`src/rtl/seq_mult_if.sv`:
```
// rtl/seq_mult_if.sv - operand/result bundle for the sequential multiplier
interface seq_mult_if #(
  parameter int WIDTH = 32
);
  logic [WIDTH-1:0] multiplicand;
  logic [WIDTH-1:0] multiplier;
  logic             sign;
  logic             start;
  logic [WIDTH-1:0] hi;
  logic [WIDTH-1:0] lo;
  logic             busy;
  logic             done;

  modport master (
    output multiplicand, multiplier, sign, start,
    input  hi, lo, busy, done
  );

  modport slave (
    input  multiplicand, multiplier, sign, start,
    output hi, lo, busy, done
  );
endinterface

```
`src/rtl/seq_mult.sv`:
```
// rtl/seq_mult.sv - radix-2 shift-add multiplier, signed or unsigned operands
module seq_mult #(
  parameter int WIDTH = 32
) (
  input  logic        clock,
  input  logic        reset,
  seq_mult_if.slave   bus
);

  // Counter wide enough to hold WIDTH-1; a 1-bit counter covers WIDTH=1.
  localparam int CW = (WIDTH > 1) ? $clog2(WIDTH) : 1;
  localparam logic [CW-1:0] LAST = CW'(WIDTH - 1);

  typedef enum logic {
    IDLE = 1'b0,
    RUN  = 1'b1
  } state_t;

  state_t             r_state;
  logic [CW-1:0]      r_cnt;
  logic [WIDTH-1:0]   r_mcand;   // |A|, held for the whole operation
  logic [WIDTH-1:0]   r_acc;     // upper half of the product register
  logic [WIDTH-1:0]   r_mq;      // lower half: multiplier bits shift out, product bits shift in
  logic               r_neg;
  logic               r_busy;
  logic               r_done;

  logic [WIDTH-1:0]   w_abs_a;
  logic [WIDTH-1:0]   w_abs_b;
  logic               w_neg;
  logic [WIDTH:0]     w_addend;
  logic [WIDTH:0]     w_sum;
  logic [2*WIDTH-1:0] w_prod;
  logic [2*WIDTH-1:0] w_result;

  // Magnitudes: the most-negative value maps to 2^(WIDTH-1), which still fits unsigned.
  always_comb begin
    w_abs_a = bus.multiplicand;
    w_abs_b = bus.multiplier;
    if (bus.sign && bus.multiplicand[WIDTH-1]) begin
      w_abs_a = (~bus.multiplicand) + {{(WIDTH-1){1'b0}}, 1'b1};
    end
    if (bus.sign && bus.multiplier[WIDTH-1]) begin
      w_abs_b = (~bus.multiplier) + {{(WIDTH-1){1'b0}}, 1'b1};
    end
    w_neg = bus.sign & (bus.multiplicand[WIDTH-1] ^ bus.multiplier[WIDTH-1]);
  end

  // One shift-add step: the carry out of acc+|A| becomes the new acc MSB after the shift.
  always_comb begin
    w_addend = r_mq[0] ? {1'b0, r_mcand} : '0;
    w_sum    = {1'b0, r_acc} + w_addend;
  end

  // Sign is applied once at the output; negating zero yields zero, so no -0 artifact.
  always_comb begin
    w_prod   = {r_acc, r_mq};
    w_result = r_neg ? ((~w_prod) + {{(2*WIDTH-1){1'b0}}, 1'b1}) : w_prod;
  end

  assign bus.hi   = w_result[2*WIDTH-1:WIDTH];
  assign bus.lo   = w_result[WIDTH-1:0];
  assign bus.busy = r_busy;
  assign bus.done = r_done;

  // Control FSM and datapath; start wins in any state, including mid-operation.
  always_ff @(posedge clock or negedge reset) begin
    if (!reset) begin
      r_state <= IDLE;
      r_cnt   <= '0;
      r_mcand <= '0;
      r_acc   <= '0;
      r_mq    <= '0;
      r_neg   <= 1'b0;
      r_busy  <= 1'b0;
      r_done  <= 1'b0;
    end else if (bus.start) begin
      r_state <= RUN;
      r_cnt   <= '0;
      r_mcand <= w_abs_a;
      r_acc   <= '0;
      r_mq    <= w_abs_b;
      r_neg   <= w_neg;
      r_busy  <= 1'b1;
      r_done  <= 1'b0;
    end else begin
      case (r_state)
        RUN: begin
          r_acc <= w_sum[WIDTH:1];
          r_mq  <= {w_sum[0], r_mq[WIDTH-1:1]};
          if (r_cnt == LAST) begin
            r_state <= IDLE;
            r_busy  <= 1'b0;
            r_done  <= 1'b1;
          end else begin
            r_cnt <= r_cnt + {{(CW-1){1'b0}}, 1'b1};
          end
        end
        default: begin
          r_done <= 1'b0;
        end
      endcase
    end
  end

endmodule

```
`src/flat_wrapper.sv`:
```
// flat-port wrapper written by rule: the top's interface ports become plain ports
module seq_mult_flat 
#(
  parameter int WIDTH = 32
)
  (clock, reset, bus_multiplicand, bus_multiplier, bus_sign, bus_start, bus_hi, bus_lo, bus_busy, bus_done);
  seq_mult_if #(.WIDTH(WIDTH)) bus_i ();
  input  logic clock;
  input  logic reset;
  input wire logic [$bits(bus_i.multiplicand)-1:0] bus_multiplicand;
  input wire logic [$bits(bus_i.multiplier)-1:0] bus_multiplier;
  input wire logic [$bits(bus_i.sign)-1:0] bus_sign;
  input wire logic [$bits(bus_i.start)-1:0] bus_start;
  output wire logic [$bits(bus_i.hi)-1:0] bus_hi;
  output wire logic [$bits(bus_i.lo)-1:0] bus_lo;
  output wire logic [$bits(bus_i.busy)-1:0] bus_busy;
  output wire logic [$bits(bus_i.done)-1:0] bus_done;
  assign bus_i.multiplicand = bus_multiplicand;
  assign bus_i.multiplier = bus_multiplier;
  assign bus_i.sign = bus_sign;
  assign bus_i.start = bus_start;
  assign bus_hi = bus_i.hi;
  assign bus_lo = bus_i.lo;
  assign bus_busy = bus_i.busy;
  assign bus_done = bus_i.done;
  seq_mult #(.WIDTH(WIDTH)) u_core (.clock(clock), .reset(reset), .bus(bus_i));
endmodule
```
`config.mk`:
```
export PLATFORM = sky130hd
export DESIGN_NAME = seq_mult_flat
export DESIGN_NICKNAME = d
export VERILOG_FILES = /design/src/rtl/seq_mult_if.sv /design/src/rtl/seq_mult.sv /design/src/flat_wrapper.sv
export SDC_FILE = /design/constraint.sdc
export NUM_CORES = 1
export LEC_CHECK = 0
export ABC_AREA = 1
export BUFFER_PORTS_ARGS = -buffer_cell sky130_fd_sc_hd__buf_2
export CAP_MARGIN = 20
export CELL_PAD_IN_SITES_DETAIL_PLACEMENT = 1
export CELL_PAD_IN_SITES_GLOBAL_PLACEMENT = 2
export CORE_MARGIN = 4
export CORE_UTILIZATION = 34
export DETAILED_ROUTE_END_ITERATION = 10
export PLACE_DENSITY = 0.85
export SLEW_MARGIN = 20
export SYNTH_ARGS = -nofsm -noshare
export SYNTH_HDL_FRONTEND = slang
export SYNTH_SLANG_ARGS = --single-unit
export TNS_END_PERCENT = 50
```
`constraint.sdc`:
```
create_clock -name clock -period 3.6 [get_ports clock]
set_input_delay 0.36 -clock clock [delete_from_list [all_inputs] [get_ports clock]]
set_output_delay 0.36 -clock clock [all_outputs]
set_load 0.02 [all_outputs]
```
==> out/metrics.cfg, run 1 <==
[placement]
dp_hpwl_um=37330
place_area_um2=11920
placed_cells=2375
gp_congestion=0.9232
io_buffers=133

[layout]
layout.cells.non_filler=2391
n_antenna_cell=0
syn2layout_area_growth_pct=12.71
fill_cells=4414
final_area_um2=12230
fin_nets=2090
drive_gt1_share_pct=10.46
final_core_util_pct=38.75

[detailed_routing]
first_iter_violations=820
wire_per_inst_um=18.67
drc=0
drtAntennaViolNets=0
drt_pre_antenna_iters=5
avgViaCountPerCell=5.126
via_count=12260
routed_wl_um=44640

[power]
leakage_uw=0.006733
power_density_nw_per_um2=398.9
power.total_uw=4878
irDropWorstVdd_mv=0.2272

[floorplan]
io_pins=134
die_area_um2=34830
initial_core_util_pct=34.38
core.rowCount=65
die_x_um=186.6
die_y_um=186.6
core_um2=31560

[global_routing]
antenna_found_initial=1
gr-total-overflow=0
grtUsageTotal_pct=25.34
grt_max_degree=65
grt_pass1_wl_um=70450
grt_pass1_vias=12430

[cts]
numCtsBuffers=9
insertion_delay_ps=370
post_cts_buffers=0
cts-root-buf=clkbuf_16
cts.repair.resized=0
postCtsHoldBufs=0
htreeDepth=3
cts_buffer_depth=2
clock_sinks=105
cts_tree=done
clk_pin_slew_ps=80

[logic_synthesis]
synthFlopType=dfrtp_1
yosysTopAreaCell=dfrtp_1
syn-num-nets=1980
synthTopCellsByArea=dfrtp_1 24%, nand2_1 22%, inv_1 11%, nor2_1 7.7%, nand3_1 7.7%
avgSynthCellArea_um2=5.789
synth.top_cell.area_share_pct=24.22
yosysMostFrequentCell=nand2_1
synth_edf_count=0
ys_seq_elements=105
synth_commonest_cells=647 x nand2_1, 304 x inv_1, 223 x nor2_1
ys_types=45
yosys_warnings=0
async_flop_share_pct=100.0
synthesis.area_um2=10850
syn_inst=1874
ys_seq_area_share_pct=24.22

[critical_path]
cp_max_fo=7
worstSetupPathType=register to output pin
slowest_stage=dfrtp_1
regToRegStartpoint=u_core.r_mq[0]$_DFFE_PN0N_
cp-end-kind=output pin
r2r_slack_ps=860
r2r_end=u_core.r_acc[11]$_DFFE_PN0N_
worst-endpoint-required_ps=3240
crit_chain=inv_1 > ha_1 > nand3_4 > nor2_4 > nand4_1 > o21ai_2 > nand2_1 > xor2_1 > buf_2
arrival_ps=2620
ff2ff_path_depth=13
start_kind=register
slowest_delay_ps=480

[timing]
final.setup_skew_ps=12.88
drv_slew=0
rsz0062_at_grt=no
fin_crit_sh_pct=82.72
tightest_slew_ps=1011
setup_tns_ps=0
finalCriticalPeriod_ps=2978
hold_violations=0
fmax_mhz=335.8
max_slew_margin_pct=32.54
setup-violations-final=0

[flow_run]
drv_cap=0

[run_status]
status=finished clean

[min_path]
hold_class=primary input to async pin

[kinds of logic after synthesis]
group,count (synthesis),synth area share (%)
AO/OA/AOI/OAI,190,10.17
XOR/XNOR,67,5.478
adder cells (fa/ha/maj),38,4.452
buffers and inverters,354,12.51
flip-flops,105,24.22
AND/OR/NAND/NOR,1120,43.17
[worst max-delay path: cells and delay by family, from the launching register on]
| kind | cells | cell delay, ps |
|---|---|---|
| AOI/OAI and AO/OA | 1 | 230 |
| and+or+nand+nor | 4 | 650 |
| xor gates and xnor gates | 1 | 250 |
| buffers and inverters | 2 | 320 |
| adders and majority gates | 1 | 320 |
| DFF | 1 | 480 |
[worst max-delay path by stage]
stage,from,slack [ps],cells after the start,endpoint
3_3_place_gp,u_core.r_mq[0]$_DFFE_PN0N_,900,13,u_core.r_acc[11]$_DFFE_PN0N_
4_1_cts,u_core.r_mq[0]$_DFFE_PN0N_,700,9,bus_hi[6]
5_1_grt,u_core.r_mq[0]$_DFFE_PN0N_,510,9,bus_hi[6]
2_1_floorplan,u_core.r_mq[0]$_DFFE_PN0N_,1210,17,u_core.r_acc[19]$_DFFE_PN0N_
6_report,u_core.r_mq[0]$_DFFE_PN0N_,620,9,bus_hi[6]
3_5_place_dp,u_core.r_mq[0]$_DFFE_PN0N_,880,13,u_core.r_acc[11]$_DFFE_PN0N_
[power breakdown]
group | internal [µW] | switching [µW] | total (µW) | leakage, µW
clock | 562 | 501 | 1060 | 0.000146
sequential | 1340 | 252 | 1590 | 0.00131
combinational | 679 | 1550 | 2230 | 0.00528
total | 2580 | 2300 | 4880 | 0.00673
[area by class of cell]
type / instances / area (µm²) / share of cell area (%)
multi-input cells: 1415 / 6867 / 56.15
clock buffers: 10 / 239.0 / 1.954
well taps: 402 / 503.0 / 4.113
flip-flops and latches: 105 / 2629 / 21.50
repair buffers: 144 / 763.2 / 6.242
inverters: 309 / 1161 / 9.496
clock inverters: 6 / 66.31 / 0.5423
[flip-flops by register name (all words and copies together), names as in the netlist]
register	cells
u_core.r_acc	32
u_core.r_cnt	5
u_core.bus.done	1
u_core.r_neg	1
u_core.r_state	1
u_core.bus.busy	1
u_core.r_mq	32
u_core.r_mcand	32
[layer usage]
layer / up-vias / part of all wire [%] / GRT usage [%]
met1: 5873 / 52 / 38.77
met2: 245 / 42 / 38.44
met5: - / 0 / 0
li1: 6106 / - / -
met3: 32 / 4.4 / 3.124
met4: 0 / 1.5 / 4.892
[metrics by stage]
stage	hold WS, ps	setup WS (ps)
after global placement	420.0	903.9
final	17.70	622.1
after detailed placement	426.3	878.3
after global routing	60.90	512.3
after CTS	28.31	698.0
after floorplan	64.41	1210
[cell usage in the layout (no fill, tap or decap), types with 2 or more instances in the layout]
cell type / n
ha_1: 37
clkbuf_16: 9
o21ai_0: 78
nor2_2: 17
buf_2: 132
xnor2_1: 8
dfrtp_1: 104
o21ai_2: 5
nand3b_1: 6
nor2_1: 222
nand2_2: 3
clkinv_2: 3
o31ai_1: 3
inv_1: 304
nand3_2: 5
o211ai_1: 4
nand2_1: 647
or2_2: 2
nor3_1: 12
inv_2: 4
a21oi_1: 41
nand4_1: 29
buf_4: 11
a31oi_1: 7
clkinvlp_4: 2
nor2_4: 5
nand3_1: 167
xor2_1: 58
o21bai_1: 6
o21ai_1: 9
o22ai_1: 18
o221ai_1: 14
Power figures use the tool's default switching activity.
==> inputs of run 2 (changes only) <==
CORE_UTILIZATION = 28   (was 34)
PLACE_DENSITY = 0.75   (was 0.85)
clock period = 2.7 ns   (was 3.6 ns; I/O delays follow)
==> run 2 against run 1 <==
Worst hold slack improved by 140 ps. Sequential share of layout area decreased by 0.94 points. Combinational power rose by 44%. Register-to-register slack got worse by 660 ps. Worst setup slack worse by 520 ps. Die area is 20% higher. Clock-buffer cell count unchanged. First-iteration DRC count is 13% lower. Clock skew grew 6.7 ps. Via count decreased by 0.37%. Critical endpoint is now bus_hi[2]. Largest power group unchanged.
==> out/metrics.cfg, run 2 (synthesis results as in run 1) <==
[detailed_routing]
drt_pre_antenna_iters=5  ; unchanged
wire_per_inst_um=18.78  ; +0.61%
first_iter_violations=711  ; -13%
routed_wl_um=47560  ; +6.5%
drc=0  ; unchanged
drtAntennaViolNets=0  ; unchanged
avgViaCountPerCell=4.823  ; -5.9%
via_count=12210  ; -0.37%

[placement]
dp_hpwl_um=39840  ; +6.7%
place_area_um2=12260  ; +2.8%
io_buffers=133  ; unchanged
gp_congestion=0.8738  ; -5.4%
placed_cells=2509  ; +5.6%

[floorplan]
die_y_um=204.8  ; +9.8%
die_area_um2=41960  ; +20%
core_um2=37930  ; +20%
core.rowCount=71  ; +9.2%
initial_core_util_pct=28.60  ; -5.8 points
io_pins=134  ; unchanged
die_x_um=204.8  ; +9.8%

[critical_path]
slowest_stage=dfrtp_1
cp_max_fo=6  ; -1
crit_chain=buf_4 > inv_2 > ha_4 > nand3_4 > nor2_4 > nand4_1 > o21ai_4 > nand2_1 > xor2_1 > buf_2
worst-endpoint-required_ps=2430  ; -810 ps
cp-end-kind=output pin
slowest_delay_ps=390  ; -90 ps
worst_path_dominant_cell_family=simple AND/OR/NAND/NOR gates
start_kind=register
worstSetupPathType=register to output pin
arrival_ps=2320  ; -300 ps
worst-path-buf-inv=3  ; +1

[global_routing]
grt_pass1_wl_um=73380  ; +4.2%
grtUsageTotal_pct=22.55  ; -2.8 points
grt_max_degree=65  ; unchanged
grt_pass1_vias=12370  ; -0.43%
antenna_found_initial=0  ; -1
gr-total-overflow=0  ; unchanged

[timing]
fin_crit_sh_pct=96.05
setup_tns_ps=0  ; unchanged
rsz0062_at_grt=yes
final.setup_skew_ps=19.60  ; +6.718 ps
hold_violations=0  ; unchanged
drv_slew=0  ; unchanged
max_slew_margin_pct=54.54  ; +22 points
finalCriticalPeriod_ps=2593
fmax_mhz=385.6
tightest_slew_ps=681.1  ; -329.7 ps
setup-violations-final=0  ; unchanged
fin_hold_ws_ps=162.5  ; +144.8 ps

[power]
leakage_uw=0.006899  ; +2.5%
p_comb_share_pct=48.0  ; +2.4 points
power_density_nw_per_um2=520.0  ; +30%
p_seq_share_pct=31.4  ; -1.2 points
irDropWorstVdd_mv=0.2652  ; +17%
p_sw_uw=3213  ; +40%
p_int_uw=3470  ; +35%
clkPwrFrac_pct=20.6  ; -1.2 points
power_switching_share_pct=48.08  ; +0.92 points

[layout]
fill_cells=5108  ; +16%
final_area_um2=12850  ; +5.1%
layout.cells.non_filler=2532  ; +5.9%
syn2layout_area_growth_pct=18.48
n_antenna_cell=0  ; unchanged
multi_input_area_um2=7072  ; +3.0%
layout_common_cells=643 x nand2_1, 298 x inv_1, 188 x nor2_1, 162 x nand3_1, 125 x buf_2
ff_latch_area_um2=2643  ; +0.52%
fin_nets=2122  ; +1.5%
final_common_cell=nand2_1
largestRegisters=u_core.r_acc x32, u_core.r_mcand x32, u_core.r_mq x32
final_core_util_pct=33.89  ; -4.9 points
drive_gt1_share_pct=14.99  ; +4.5 points

[cts]
cts_buffer_depth=2  ; unchanged
insertion_delay_ps=380  ; about the same
cts_tree=done
cts-root-buf=clkbuf_16
clock_sinks=105  ; unchanged
numCtsBuffers=9  ; unchanged
htreeDepth=3  ; unchanged
clk_pin_slew_ps=80  ; about the same

[run_status]
status=finished clean

[min_path]
hold_class=primary input to register

[flow_run]
drv_cap=0  ; unchanged

==> run 2: through the flow <==
step	setup WS (ps)	power, µW
floorplan	310.5	3941
global placement	231.2	5164
detailed placement	217.8	5204
CTS	1.100	6608
global route	-15.34	7161
finish	106.7	6684
==> run 2: repair_timing <==
item	4_1_cts	5_1_grt
gates resized for setup	9	77
hold endpoints to repair	21	0
hold buffers	1	0
pin swaps	4	9
endpoints found under the setup margin	22	39
setup buffers	3	3
==> run 2: worst reg2reg max path, cell delays in order, from the launching register on <==
cell and delay, ps:
dfrtp_1 390, buf_4 150, buf_12 150, nand2_1 70, inv_1 100, ha_1 370
nand2_2 170, inv_1 60, nand2_1 60, nand2_1 70, inv_1 60, nand3_1 230
o21ai_0 360, o21ai_0 140
==> run 2: power by group through the flow <==
stage                     Combinational (µW)  Sequential, µW  Clock (µW)
after floorplan                         1970            1970           0
after detailed placement                3100            2100           0
final                                   3210            2100        1380
after CTS                               3130            2070        1410
after global placement                  3060            2100           0
after global routing                    3560            2120        1480
==> run 2: layout make-up <==
class | instances | area share (%)
Clock inverter | 6 | 0.3504
Inverter | 309 | 9.053
Timing Repair Buffer | 176 | 8.187
Tap cell | 511 | 4.974
Clock buffer | 10 | 1.859
Sequential cell | 105 | 20.56
Multi-Input combinational cell | 1415 | 55.02
==> run 2: worst paths after layout <==
kind                                                start                              to  slack [ps]  cells after the start
min reg2reg                u_core.r_mcand[31]$_DFFE_PN0P_  u_core.r_mcand[31]$_DFFE_PN0P_         480                      2
max reg2reg                    u_core.r_mq[0]$_DFFE_PN0N_    u_core.r_acc[10]$_DFFE_PN0N_         200                     13
max in group asynchronous                           reset    u_core.r_acc[14]$_DFFE_PN0N_        1640                      3
max                            u_core.r_mq[0]$_DFFE_PN0N_                       bus_hi[2]         110                     10
min in group asynchronous                           reset      u_core.r_mq[6]$_DFFE_PN0N_         360                      2
min                                  bus_multiplicand[25]  u_core.r_mcand[25]$_DFFE_PN0P_         160                      3
==> run 2: layer usage <==
layer / GRT usage, % / wire [µm] / vias up / share of wire (%)
met5: 0 / 0 / - / 0
met4: 2.608 / 302 / 0 / 0.64
met3: 2.707 / 1535 / 13 / 3.2
met1: 34.62 / 25270 / 5846 / 53
met2: 34.90 / 20440 / 206 / 43
li1: - / - / 6146 / -
==> inputs of run 3 (changes only) <==
BUFFER_PORTS_ARGS = -buffer_cell sky130_fd_sc_hd__buf_4   (was -buffer_cell sky130_fd_sc_hd__buf_2)
==> run 3 against run 2 <==
Die area unchanged. Via count up 1.1%. Highest routed layer unchanged. Clock skew down 9.2 ps. Sequential cell count unchanged. Clock power about the same. Fmax shrank 1.3%. Non-clock buffer count decreased by 1. Routed wire length increased by 1.5%. Core utilization increased by 0.81 points. Critical path type unchanged.
==> out/metrics.cfg, run 3 (synthesis results as in run 1) <==
[run_status]
status=finished clean

[critical_path]
cp_max_fo=5  ; -1
cp-end-kind=output pin
slowest_delay_ps=480  ; +90 ps
worst-path-buf-inv=2  ; -1
arrival_ps=2360  ; +40 ps
start_kind=register
crit_chain=inv_2 > ha_4 > nand3_4 > nor2_4 > nand4_1 > o21ai_2 > nand2_2 > xor2_2 > buf_4
worstSetupPathType=register to output pin
worst_path_dominant_cell_family=simple AND/OR/NAND/NOR gates
worst-endpoint-required_ps=2430  ; about the same
slowest_stage=dfrtp_2

[timing]
setup-violations-final=0  ; unchanged
tightest_slew_ps=740.0  ; +58.91 ps
finalCriticalPeriod_ps=2627  ; +33.77 ps
max_slew_margin_pct=50.61  ; -3.9 points
fin_ws_ps=72.89  ; -33.77 ps
fmax_mhz=380.6  ; -1.3%
setup_tns_ps=0  ; unchanged
drv_slew=0  ; unchanged
fin_crit_sh_pct=97.30  ; +1.3 points
hold_violations=0  ; unchanged
final.setup_skew_ps=10.39  ; -9.217 ps

[layout]
fin_nets=2121  ; -0.047%
final_area_um2=13160  ; +2.4%
drive_gt1_share_pct=14.46  ; -0.54 points
layout.cells.non_filler=2531  ; -0.039%
layout_common_cells=644 x nand2_1, 298 x inv_1, 196 x nor2_1, 171 x buf_4, 163 x nand3_1
syn2layout_area_growth_pct=21.31
ff_latch_area_um2=2643  ; unchanged
largestRegisters=u_core.r_acc x32, u_core.r_mcand x32, u_core.r_mq x32
fill_cells=5070  ; -0.74%
n_antenna_cell=0  ; unchanged
final_common_cell=nand2_1
multi_input_area_um2=7067  ; about the same

[floorplan]
core.rowCount=71  ; unchanged
die_y_um=204.8  ; unchanged
die_x_um=204.8  ; unchanged
io_pins=134  ; unchanged
die_area_um2=41960  ; unchanged
core_um2=37930  ; unchanged
initial_core_util_pct=28.60  ; unchanged

[global_routing]
gr-total-overflow=0  ; unchanged
grtUsageTotal_pct=23.06  ; +0.51 points
grt_pass1_vias=12530  ; +1.3%
antenna_found_initial=0  ; unchanged
grt_max_degree=106  ; +63%
grt_pass1_wl_um=74850  ; +2.0%

[detailed_routing]
drtAntennaViolNets=0  ; unchanged
first_iter_violations=805  ; +13%
drt_pre_antenna_iters=4  ; -1
wire_per_inst_um=19.08  ; +1.6%
drc=0  ; unchanged
routed_wl_um=48290  ; +1.5%
via_count=12350  ; +1.1%
avgViaCountPerCell=4.878  ; +1.2%

[cts]
htreeDepth=3  ; unchanged
numCtsBuffers=9  ; unchanged
cts_buffer_depth=2  ; unchanged
insertion_delay_ps=370  ; about the same
cts-root-buf=clkbuf_16
cts_tree=done
clock_sinks=105  ; unchanged
clk_pin_slew_ps=80  ; about the same

[min_path]
hold_class=primary input to register

[placement]
io_buffers=133  ; unchanged
placed_cells=2507  ; -0.080%
dp_hpwl_um=40320  ; +1.2%
gp_congestion=0.9339  ; +6.9%
pre_cts_slack_ps=103.1  ; -114.7 ps
place_area_um2=12590  ; +2.7%

[power]
power.total_uw=6851  ; +2.5%
power_density_nw_per_um2=520.5  ; +0.11%
leakage_uw=0.006995  ; +1.4%
irDropWorstVdd_mv=0.2717  ; +2.5%

[flow_run]
drv_cap=0  ; unchanged

run 3: cell count changes in the layout (fill, tap and decap cells not counted), moves of 2 or more:
cell	previous run	this run
buf_2	125	0
buf_4	46	171
clkinv_2	3	1
nand3_2	9	7
nor2_1	188	196
nor2_2	42	31
nor2_4	14	17
xor2_1	58	56
xor2_2	1	3
run 3: routing by layer:
metal | wire length, µm | vias to the layer above | GRT usage [%]
li1 | - | 6163 | -
met1 | 25260 | 5948 | 35.61
met2 | 20590 | 207 | 34.56
met3 | 1625 | 29 | 2.327
met4 | 815 | 0 | 5.049
met5 | 0 | - | 0
run 3: where the power goes:
part | switching, µW | internal [µW]
logic | 2200 | 1150
registers | 344 | 1790
clock network | 716 | 654
run 3: cell type report:
cell class,instances,area share (%)
Tap cell,511,4.858
Inverter,309,8.841
Clock buffer,9,1.711
Sequential cell,105,20.08
Clock inverter,7,0.5324
Timing Repair Buffer,175,10.29
Multi-Input combinational cell,1415,53.69
run 3: worst min-delay path, cell delays in order:
cell     delay [ps]
buf_4           120
nand2_1          60
a31oi_1          70
run 3: per-stage QoR:
step	hold slack, ps	util, %
after floorplan	-25.59	-
after global placement	402.9	33.18
after detailed placement	399.0	33.18
after CTS	172.2	34.15
after global routing	199.8	34.70
final	188.1	34.70
run 3: path summary, 6_finish.rpt:
| kind | startpoint | endpoint | slack, ps | cells past startpoint |
|---|---|---|---|---|
| max | u_core.r_mq[0]$_DFFE_PN0N_ | bus_hi[2] | 70 | 9 |
| min | bus_multiplicand[16] | u_core.r_mcand[16]$_DFFE_PN0P_ | 190 | 3 |
| max reg2reg | u_core.r_mq[0]$_DFFE_PN0N_ | u_core.r_acc[25]$_DFFE_PN0N_ | 210 | 13 |
| min in group asynchronous | reset | u_core.r_mq[11]$_DFFE_PN0N_ | 510 | 3 |
| max in group asynchronous | reset | u_core.r_acc[20]$_DFFE_PN0N_ | 1670 | 3 |
| min reg2reg | u_core.r_mcand[19]$_DFFE_PN0P_ | u_core.r_mcand[19]$_DFFE_PN0P_ | 490 | 2 |
run 3: timing repair:
| action | in CTS | in global routing |
|---|---|---|
| endpoints found under the hold margin | 1 | 0 |
| pin swaps | 2 | 7 |
| setup buffers | 3 | 4 |
| hold buffers | 1 | 0 |
| endpoints found under the setup margin | 13 | 30 |
| gates resized for setup | 12 | 60 |
